## src/rtl/uart_tx_cfg.sv

```systemverilog
// Configurable UART transmitter: start, 5..8 data bits LSB-first, optional parity, 1-2 stop bits.
// Latency: start bit is on tx right after the accept edge; each bit lasts CLK_FREQ/UART_BPS cycles.
// Backpressure: requests while busy are dropped; busy/tx_done pace the next character.
module uart_tx_cfg #(
    parameter int UART_BPS  = 9600,
    parameter int CLK_FREQ  = 50_000_000,
    parameter int DATA_BITS = 8,
    parameter int PARITY    = 0,
    parameter int STOP_BITS = 1
) (
    input  logic       sys_clk,
    input  logic       sys_rst_n,
    input  logic [7:0] pi_data,
    input  logic       pi_flag,
    output logic       tx,
    output logic       busy,
    output logic       tx_done
);

    localparam int          BIT_PERIOD = CLK_FREQ / UART_BPS;
    localparam logic [15:0] BAUD_LAST  = 16'(BIT_PERIOD - 1);
    localparam logic [7:0]  DATA_MASK  = 8'((1 << DATA_BITS) - 1);
    localparam logic [2:0]  LAST_DATA  = 3'(DATA_BITS - 1);
    localparam logic [2:0]  LAST_STOP  = 3'(STOP_BITS - 1);
    localparam bit          HAS_PARITY = (PARITY != 0);

    typedef enum logic [2:0] {
        S_IDLE,
        S_START,
        S_DATA,
        S_PARITY,
        S_STOP
    } state_t;

    state_t      state;
    logic [15:0] baud_cnt;
    logic [2:0]  bit_cnt;
    logic [7:0]  data_q;
    logic        parity_q;

    logic [7:0]  data_in;
    logic        parity_in;
    logic        bit_end;

    // Unused upper bits are masked so they can never reach the line or the parity.
    assign data_in   = pi_data & DATA_MASK;
    assign parity_in = (PARITY == 1) ? ~(^data_in) : (^data_in);
    assign bit_end   = (baud_cnt == BAUD_LAST);

    always_ff @(posedge sys_clk or negedge sys_rst_n) begin
        if (!sys_rst_n) begin
            state    <= S_IDLE;
            baud_cnt <= '0;
            bit_cnt  <= '0;
            data_q   <= '0;
            parity_q <= 1'b0;
            tx       <= 1'b1;
            busy     <= 1'b0;
            tx_done  <= 1'b0;
        end else begin
            tx_done <= 1'b0;
            if (state != S_IDLE) begin
                baud_cnt <= bit_end ? 16'd0 : baud_cnt + 16'd1;
            end

            case (state)
                S_IDLE: begin
                    if (pi_flag) begin
                        data_q   <= data_in;
                        parity_q <= parity_in;
                        busy     <= 1'b1;
                        tx       <= 1'b0;
                        baud_cnt <= '0;
                        bit_cnt  <= '0;
                        state    <= S_START;
                    end
                end

                S_START: begin
                    if (bit_end) begin
                        tx      <= data_q[0];
                        bit_cnt <= '0;
                        state   <= S_DATA;
                    end
                end

                S_DATA: begin
                    if (bit_end) begin
                        if (bit_cnt == LAST_DATA) begin
                            bit_cnt <= '0;
                            if (HAS_PARITY) begin
                                tx    <= parity_q;
                                state <= S_PARITY;
                            end else begin
                                tx    <= 1'b1;
                                state <= S_STOP;
                            end
                        end else begin
                            tx      <= data_q[bit_cnt + 3'd1];
                            bit_cnt <= bit_cnt + 3'd1;
                        end
                    end
                end

                S_PARITY: begin
                    if (bit_end) begin
                        tx      <= 1'b1;
                        bit_cnt <= '0;
                        state   <= S_STOP;
                    end
                end

                S_STOP: begin
                    if (bit_end) begin
                        if (bit_cnt == LAST_STOP) begin
                            bit_cnt <= '0;
                            busy    <= 1'b0;
                            tx_done <= 1'b1;
                            state   <= S_IDLE;
                        end else begin
                            bit_cnt <= bit_cnt + 3'd1;
                        end
                    end
                end

                default: begin
                    tx    <= 1'b1;
                    busy  <= 1'b0;
                    state <= S_IDLE;
                end
            endcase
        end
    end

endmodule

```

## config.mk

```make
export PLATFORM = sky130hd
export DESIGN_NAME = uart_tx_cfg
export DESIGN_NICKNAME = d
export VERILOG_FILES = /design/src/rtl/uart_tx_cfg.sv
export SDC_FILE = /design/constraint.sdc
export NUM_CORES = 1
export LEC_CHECK = 0
export BUFFER_PORTS_ARGS = -buffer_cell sky130_fd_sc_hd__buf_2
export CAP_MARGIN = 10
export CORE_MARGIN = 2
export CORE_UTILIZATION = 50
export CTS_CLUSTER_DIAMETER = 80
export DETAILED_ROUTE_END_ITERATION = 8
export HOLD_SLACK_MARGIN = 0.1
export MAX_ROUTING_LAYER = met4
export PLACE_DENSITY = 0.67
export SLEW_MARGIN = 20
export SYNTH_ARGS = -nofsm -noshare
export SYNTH_HDL_FRONTEND = slang
export SYNTH_SLANG_ARGS = --single-unit
export TNS_END_PERCENT = 5
```

## constraint.sdc

```tcl
create_clock -name sys_clk -period 3.1 [get_ports sys_clk]
set_input_delay 0.31 -clock sys_clk [delete_from_list [all_inputs] [get_ports sys_clk]]
set_output_delay 0.31 -clock sys_clk [all_outputs]
set_load 0.01 [all_outputs]
```

==> results of run 1 <==
-- placed cells by master (no fill, tap or decap), types with 5 or more instances in the layout --
master / synthesis / final
nor2_1: 15 / 15
o21ai_0: 32 / 32
mux2_2: 9 / 9
buf_2: 1 / 13
nand3_1: 7 / 7
nand2_1: 10 / 10
a31oi_1: 6 / 6
clkbuf_4: 0 / 5
dfrtp_1: 32 / 32
a21oi_1: 12 / 11
inv_1: 7 / 7
-- final timing paths --
kind / from / end / cells past startpoint
hold reg to reg: baud_cnt[15] / baud_cnt[15] / 1
setup reg to reg: baud_cnt[9] / bit_cnt[0] / 5
hold / removal: pi_data[7] / data_q[7] / 2
min in group asynchronous: sys_rst_n / busy / 2
max in group asynchronous: sys_rst_n / baud_cnt[3] / 2
setup / recovery: baud_cnt[9] / bit_cnt[0] / 5
-- final cells by class --
cell class                 instances  area share [%]
clock buffer                       7            2.75
sequential                        33            41.3
clock inverter                     1            1.50
tap                               46            2.88
multi-input combinational        140            46.1
inverter                           7            1.31
timing repair buffer              15            4.13
-- logic make-up after synthesis --
family / after synthesis
AO/OA/AOI/OAI: 61
flip-flops: 33
adder cells (fa/ha/maj): 4
multiplexers: 12
buffers and inverters: 16
AND/OR/NAND/NOR: 63
-- worst register-to-register path: cells and delay by family, from the launching register on --
kind             cells  cell delay (ns)
AO/OA/AOI/OAI        1             0.21
AND/OR/NAND/NOR      3             1.29
multiplexers         1             0.31
flip-flops           1             0.49
-- metal layers --
layer | vias up | share of wire, % | global-route usage (%)
met5 | - | 0 | -
met4 | 0 | 1.9 | 9.57
met3 | 7 | 3.6 | 6.34
met2 | 23 | 43 | 30.7
met1 | 711 | 51 | 29.9
li1 | 726 | - | -
-- power by group through the flow --
stage	clock (W)	sequential, W	combinational (W)
2_1_floorplan	0	0.000542	0.000157
3_3_place_gp	0	0.000556	0.000184
3_5_place_dp	0	0.000560	0.000194
4_1_cts	0.000353	0.000552	0.000196
5_1_grt	0.000372	0.000565	0.000222
6_report	0.000345	0.000552	0.000193
-- per-stage QoR --
step	cells	setup WS [ns]	hold WS (ns)	power, W
floorplan	189	0.903	0.0144	0.000699
global placement	240	0.813	0.403	0.000740
detailed placement	240	0.756	0.411	0.000754
CTS	249	0.724	0.181	0.00110
global route	249	0.529	0.177	0.00116
finish	249	0.687	0.192	0.00109
-- state kept, by name, indices dropped and copies added (netlist names) --
register and cells:
baud_cnt 16, bit_cnt 3, busy 1, data_q 8, state 3, tx 1
tx_done 1
-- repair_timing --
action / in CTS / in global routing
endpoints found under the hold margin: 32 / 0
setup endpoints to repair: 0 / 0
hold buffers: 1 / 0
==> impl_metrics.csv, run 1 <==
group,metric,value,unit
run_status,status,"complete, no violations",
synth,ys_types,45,
timing,setup_viol,0,
critical_path,cpMaxStageDelayCell,"or4b_4",
timing,rsz0062_at_grt,"no",
final_layout,fin_area,0.00200,sq mm
clock_network,ctsHtreeMaxLevel,2,
synth,syn-cell-area,0.00182,sq mm
floorplanning,io_pins,14,
synth,synth_largest_area_cell,"dfrtp_1",
clock_network,tritoncts,"yes",
synth,postSynth.asyncResetShare,100,%
critical_path,path_cells,"or4b_4 > nor4_4 > a21oi_1 > or2_1 > mux2_1",
final_layout,antenna_cells,0,
timing,drv_slew,0,
critical_path,cp-end-kind,"flip-flop",
clock_network,post_cts_resized,0,
route,via_per_inst,5.89,
synth,synthXorXnorAreaFrac,0,%
critical_path,critPathBufInv,0,
synth,synth_mux_area_share,7.96,%
global_route,antenna_found_initial,0,
power_and_ir_drop,p_per_area,545,mW/mm^2
critical_path,worstPathRequired,3.33,ns
clock_network,cts_setup_buffers,0,
clock_network,cts.clk_slew.worst_paths,0.11,ns
route,ant_nets,0,
final_layout,nNetsFinal,217,
clock_network,cts-buffers-inserted,5,
synth,synth_flop_cell,"dfrtp_1",
critical_path,critical_path.max_stage_delay,0.56,ns
power_and_ir_drop,p_int,0.000790,W
critical_path,cp_max_fo,9,
timing,worst_pin_slew,0.914,ns
route,dr.pass1.iters,4,
placed_design,io_buffers,13,
route,drt_wl_total,3750,um
placed_design,place_area,0.00190,sq mm
timing,fin_skew,0.0126,ns
power_and_ir_drop,p_seq_share,50.7,%
timing,fmax,0.414,GHz
global_route,grt.total_usage,22.0,%
synth,synth_top_family_by_area,"compound AO/OA/AOI/OAI gates",
final_layout,syn2layout_area_growth,9.67,%
placed_design,place.gp.congestion,0.842,
floorplanning,placementRows,21,
timing,fin_crit,2.41,ns
synth,yosysSeqAreaShare,45.3,%
power_and_ir_drop,p_leak,0.847,nW
global_route,overflow,0,
route,routedWlPerCell,15.1,um
power_and_ir_drop,power_switching,0.000299,W
clock_network,clk_path_buf_depth,2,
synth,netlist_top_cells_area,"dfrtp_1 44%, o21ai_0 8.8%, mux2_2 5.6%, a21oi_1 3.3%, nor2_1 3.1%",
final_layout,fillers,315,
final_layout,seq_area,827,sq um
timing,final.setup.tns,0,ns
power_and_ir_drop,p_comb_share,17.7,%
final_layout,multi_input_area,922,sq um
timing,period_share,77.8,%
synth,synth_edf_count,0,
floorplanning,die_w,64.4,um
synth,synth_commonest_cells,"32 x dfrtp_1, 32 x o21ai_0, 15 x nor2_1",
floorplanning,die_h,64.4,um
placed_design,hpwlAfterDp,2620,um
critical_path,cp_top_family,"simple AND/OR/NAND/NOR gates",
route,drc,0,
synth,yosys_warnings,0,
critical_path,startpoint_type,"flip-flop",
synth,synth_compound_area_share,20.0,%
job,max-cap-violations,0,
critical_path,crit_arrival,2.65,ns
global_route,grt_max_degree,34,
route,num_vias,1467,
global_route,grt_pass1_wl,6780,um
power_and_ir_drop,switching_share,27.5,%
synth,synth.top_cell.area_share,43.9,%
synth,synth_fa_ha_area_share,2.74,%
clock_network,clk_latency,0.35,ns
route,drt_iter0_markers,78,
global_route,grt_pass1_vias,1441,
final_layout,layout-drive-gt1-share,20.2,%
synth,ys_ff_latch,33,
power_and_ir_drop,vdd_drop_max,0.349,mV
worst_hold_path,hp-class,"input pin to flip-flop",
power_and_ir_drop,p_clk_share,31.6,%
final_layout,utilization,58.6,%
synth,avgSynthCellArea,9.65,sq um
timing,hold_viol_final,0,
timing,relSlewSlack,38.9,%
floorplanning,start_util,53.4,%
critical_path,regToRegSetupSlack,0.69,ns
critical_path,worstSetupPathType,"flip-flop to flip-flop",
clock_network,cts.sinks,33,
synth,syn_inst,189,
floorplanning,placeableCoreArea,0.00342,sq mm
synth,synth_simple_gate_area_share,19.6,%
floorplanning,dieArea,0.00415,sq mm
synth,synth_nets,204,
clock_network,cts-root-buf,"clkbuf_4",
(Power assumes the default switching activity.)
==> run 2: changes to the inputs <==
PLACE_DENSITY = 0.7   (was 0.67)
clock period = 2.15 ns   (was 3.1 ns; I/O delays follow)
==> run 2 against run 1 <==
Fmax up 14%. Register-to-register slack worse by 0.65 ns. Largest power group unchanged. Routed wire length up 12%. Critical path type unchanged. Highest routed layer unchanged. Total power up 45%. Clock power up 19%.
==> impl_metrics.csv, run 2 (synthesized netlist as in run 1, its figures left out) <==
group,metric,value,unit
critical_path,cpMaxStageDelayCell,"dfrtp_1",
final_layout,multi_input_area,952,sq um
timing,finalHoldWorstSlack,0.115,ns
global_route,grt_pass1_vias,1568,
timing,setup_viol,0,
timing,drv_slew,0,
critical_path,path_cells,"ha_4 > nand4b_1 > buf_4 > o41ai_4 > buf_4 > clkbuf_16 > a31oi_1 > o21ai_0 > o21ai_0",
route,drt_wl_total,4220,um
route,ant_nets,0,
power_and_ir_drop,vdd_drop_max,0.603,mV
critical_path,cp_max_fo,8,
final_layout,antenna_cells,0,
final_layout,syn2layout_area_growth,24.1,%
critical_path,cp-end-kind,"flip-flop",
job,max-cap-violations,0,
route,drc,0,
critical_path,crit_arrival,2.34,ns
route,via_per_inst,5.81,
final_layout,final_common_cell,"dfrtp_1",
final_layout,final_cell_count_no_fill,276,
timing,hold_viol_final,0,
placed_design,hpwlAfterDp,2790,um
floorplanning,placementRows,21,
final_layout,final_cell_mix,"32 x dfrtp_1, 20 x buf_4, 16 x o21ai_1, 16 x o21ai_0, 15 x nor2_1",
floorplanning,io_pins,14,
timing,relSlewSlack,50.3,%
critical_path,worstSetupPathType,"flip-flop to flip-flop",
clock_network,cts-root-buf,"clkbuf_4",
global_route,antenna_found_initial,0,
power_and_ir_drop,power.total,0.00159,W
critical_path,cp_top_family,"compound AO/OA/AOI/OAI gates",
floorplanning,die_h,64.4,um
final_layout,nNetsFinal,244,
final_layout,seq_area,827,sq um
placed_design,io_buffers,13,
clock_network,tritoncts,"yes",
floorplanning,placeableCoreArea,0.00342,sq mm
timing,period_share,98.3,%
clock_network,cts.sinks,33,
timing,fmax,0.473,GHz
power_and_ir_drop,p_per_area,700,mW/mm^2
global_route,grt_pass1_wl,7170,um
global_route,grt.total_usage,22.7,%
final_layout,fillers,280,
timing,final.setup.tns,0,ns
power_and_ir_drop,p_leak,0.994,nW
placed_design,place_ws,0.0339,ns
route,num_vias,1603,
timing,fin_ws,0.0357,ns
final_layout,largest_reg_flops,16,
critical_path,startpoint_type,"flip-flop",
clock_network,clk_latency,0.35,ns
timing,rsz0062_at_grt,"yes",
timing,fin_crit,2.11,ns
global_route,grt_max_degree,34,
final_layout,top_register,"baud_cnt",
clock_network,cts.clk_slew.worst_paths,0.10,ns
critical_path,critical_path.max_stage_delay,0.44,ns
timing,worst_pin_slew,0.745,ns
floorplanning,start_util,53.4,%
route,routedWlPerCell,15.3,um
floorplanning,die_w,64.4,um
route,dr.pass1.iters,4,
clock_network,clk_path_buf_depth,2,
critical_path,critPathBufInv,3,
timing,fin_skew,0.0153,ns
global_route,overflow,0,
run_status,status,"complete, no violations",
clock_network,cts-buffers-inserted,5,
critical_path,worstPathRequired,2.37,ns
floorplanning,dieArea,0.00415,sq mm
placed_design,placedCellCount,256,
route,drt_iter0_markers,129,
final_layout,layout-drive-gt1-share,30.0,%
final_layout,top_regs,"baud_cnt x16, data_q x8",
worst_hold_path,hp-class,"input pin to flip-flop",
placed_design,place.gp.congestion,0.868,
clock_network,ctsHtreeMaxLevel,2,
-- run 2: final timing paths --
kind,slack [ns],cells after the start,endpoint,startpoint
setup reg to reg,0.04,9,baud_cnt[7],baud_cnt[1]
max in group asynchronous,1.21,2,baud_cnt[12],sys_rst_n
setup / recovery,0.04,9,baud_cnt[7],baud_cnt[1]
hold reg to reg,0.49,1,baud_cnt[15],baud_cnt[15]
hold / removal,0.11,2,data_q[1],pi_data[1]
min in group asynchronous,0.45,2,state[2],sys_rst_n
-- run 2: what timing repair did --
item                                    CTS  global route
endpoints found under the hold margin    37             0
endpoints found under the setup margin    0            13
resized for setup                         0            24
buffers inserted                          0             5
hold buffers                              6             0
-- run 2: cell type report --
type	count	area share (%)
tap	46	2.54
timing repair buffer	42	14.6
inverter	7	1.16
multi-input combinational	140	42.0
sequential	33	36.5
clock buffer	7	2.87
clock inverter	1	0.221
-- run 2: power breakdown --
| group | internal [W] | total (W) | switching [W] |
|---|---|---|---|
| Combinational | 0.000208 | 0.000373 | 0.000165 |
| Sequential | 0.000719 | 0.000803 | 0.0000834 |
| Clock | 0.000189 | 0.000410 | 0.000220 |
-- run 2: per-stage QoR --
stage / area, sq um / utilization, %
after floorplan: 1820 / -
after global placement: 2030 / 59.6
after detailed placement: 2030 / 59.6
after CTS: 2160 / 63.4
after global routing: 2260 / 66.3
final: 2260 / 66.3
-- run 2: worst reg2reg max path: cells and delay by family, from the launching register on --
kind | cells | cell delay, ns
compound gates | 4 | 0.62
buf+inv | 3 | 0.56
flops | 1 | 0.44
simple gates | 1 | 0.22
fa+ha+maj | 1 | 0.17
-- run 2: layer usage --
metal	wire length [um]	part of all wire (%)	global-route usage, %
met4	53	1.3	7.98
met1	1940	46	29.5
met2	2020	48	35.9
met5	0	0	-
met3	203	4.8	4.05
==> run 3: changes to the inputs <==
SETUP_SLACK_MARGIN = 0.3   (was default)
==> run 3 against run 2 <==
Largest cell class unchanged. Combinational power is 6.7% higher. Setup slack worse by 0.13 ns. Largest power group unchanged. The flow now finishes with violations (negative setup slack). Die area unchanged. Clock-buffer cell count shrank 2.
==> impl_metrics.csv, run 3 (synthesized netlist as in run 1, its figures left out) <==
group,metric,value,unit
critical_path,cpMaxStageDelayCell,"or4b_4",
clock_network,cts-root-buf,"clkbuf_4",
placed_design,io_buffers,13,
critical_path,startpoint_type,"flip-flop",
route,dr.pass1.iters,4,
final_layout,final_common_cell,"dfrtp_1",
timing,final.setup.tns,-0.0931,ns
final_layout,largest_reg_flops,16,
global_route,antenna_found_initial,0,
floorplanning,io_pins,14,
job,max-cap-violations,0,
timing,setup_viol,1,
critical_path,cp_top_family,"simple AND/OR/NAND/NOR gates",
timing,finalHoldWorstSlack,0.265,ns
run_status,violations,"negative setup slack",
route,routedWlPerCell,15.3,um
critical_path,crit_arrival,2.47,ns
timing,fin_skew,0.0140,ns
critical_path,critical_path.max_stage_delay,0.59,ns
route,drt_iter0_markers,169,
power_and_ir_drop,p_per_area,668,mW/mm^2
timing,fmax,0.446,GHz
timing,hold_viol_final,0,
final_layout,nNetsFinal,245,
worst_hold_path,hp-class,"input pin to flip-flop",
placed_design,place.gp.congestion,0.859,
critical_path,worstSetupPathType,"flip-flop to flip-flop",
floorplanning,start_util,53.4,%
timing,period_share,104,%
route,ant_nets,0,
route,drt_wl_total,4230,um
timing,drv_slew,0,
global_route,grt_pass1_wl,7180,um
timing,worst_pin_slew,0.699,ns
route,via_per_inst,6.04,
critical_path,path_cells,"or4b_4 > nor4_4 > a21oi_2 > or2_1 > mux2_4",
final_layout,final_cell_mix,"32 x dfrtp_1, 21 x o21ai_1, 19 x buf_4",
critical_path,critPathBufInv,0,
timing,fin_ws,-0.0931,ns
clock_network,cts.sinks,33,
critical_path,ff2ff_path_depth,5,
global_route,grt_pass1_vias,1624,
timing,fin_crit,2.24,ns
clock_network,cts-buffers-inserted,5,
timing,relSlewSlack,53.4,%
power_and_ir_drop,p_leak,0.972,nW
placed_design,hpwlAfterDp,2920,um
final_layout,syn2layout_area_growth,25.9,%
route,drc,0,
final_layout,layout-drive-gt1-share,32.0,%
route,num_vias,1672,
worst_hold_path,holdPathStages,3,
placed_design,place_area,0.00205,sq mm
final_layout,utilization,67.3,%
clock_network,clk_path_buf_depth,2,
global_route,overflow,0,
global_route,grt_max_degree,34,
floorplanning,placementRows,21,
run_status,status,"finished, violations left",
floorplanning,die_w,64.4,um
final_layout,top_regs,"baud_cnt x16, data_q x8",
critical_path,cp_max_fo,4,
floorplanning,dieArea,0.00415,sq mm
power_and_ir_drop,vdd_drop_max,0.526,mV
critical_path,path_depth,5,
clock_network,ctsHtreeMaxLevel,2,
clock_network,tritoncts,"yes",
final_layout,antenna_cells,0,
floorplanning,die_h,64.4,um
critical_path,worstPathRequired,2.38,ns
global_route,grt.total_usage,23.0,%
critical_path,cp-end-kind,"flip-flop",
clock_network,clk_latency,0.33,ns
final_layout,fin_area,0.00230,sq mm
floorplanning,placeableCoreArea,0.00342,sq mm
clock_network,cts.clk_slew.worst_paths,0.11,ns
final_layout,top_register,"baud_cnt",
timing,rsz0062_at_grt,"yes",
==> run 3: cell count changes in the layout (fill, tap and decap cells not counted), sizes merged <==
cell         change
clkinvlp         +1
dlygate4sd3      +3
clkbuf           -3
clkinv           +1
buf              -1
==> run 3: final timing paths <==
check	start	to	slack, ns
hold reg to reg	baud_cnt[15]	baud_cnt[15]	0.48
max in group asynchronous	sys_rst_n	data_q[4]	1.24
min in group asynchronous	sys_rst_n	state[2]	0.44
setup reg to reg	baud_cnt[9]	bit_cnt[0]	-0.09
hold / removal	pi_flag	busy	0.26
setup / recovery	baud_cnt[9]	bit_cnt[0]	-0.09
==> run 3: layout make-up <==
class | instances | area (sq um)
clock buffers | 5 | 37.5
clock inverters | 3 | 17.5
fillers | 278 | 1120
inverters | 7 | 26.3
multi-input cells | 140 | 1000
flip-flops and latches | 33 | 827
well taps | 46 | 57.6
repair buffers | 43 | 329
==> run 3: repair_timing <==
action | 4_1_cts | 5_1_grt
hold buffers | 7 | 2
pin swaps | 13 | 11
gates resized for setup | 26 | 14
buffers inserted | 0 | 2
setup endpoints to repair | 25 | 33
hold endpoints to repair | 38 | 2
==> run 3: power by group <==
part	total, W	internal (W)	switching, W	leakage, nW
combinational	0.000398	0.000218	0.000180	0.518
sequential	0.000792	0.000719	0.0000723	0.423
clock	0.000345	0.000123	0.000222	0.0310
total	0.00154	0.00106	0.000475	0.972
==> run 3: tightest hold or removal path, stage by stage <==
cell and delay, ns:
buf_2 0.12, a21oi_1 0.07, o22ai_1 0.13
==> run 3: per-stage QoR <==
stage	setup WS, ns	std cells	power, W
after floorplan	-0.00705	189	0.00101
after global placement	0.0862	258	0.00110
after detailed placement	0.00954	258	0.00113
after CTS	-0.00273	273	0.00154
after global routing	-0.196	277	0.00163
final	-0.0931	277	0.00154
==> run 3: metal layers <==
layer  GRT usage, %  part of all wire (%)  vias up
met1           28.4                    42      811
met2           36.6                    50       71
li1               -                     -      782
met3           6.87                   6.0        8
met5              -                     0        -
met4           6.91                   1.3        0
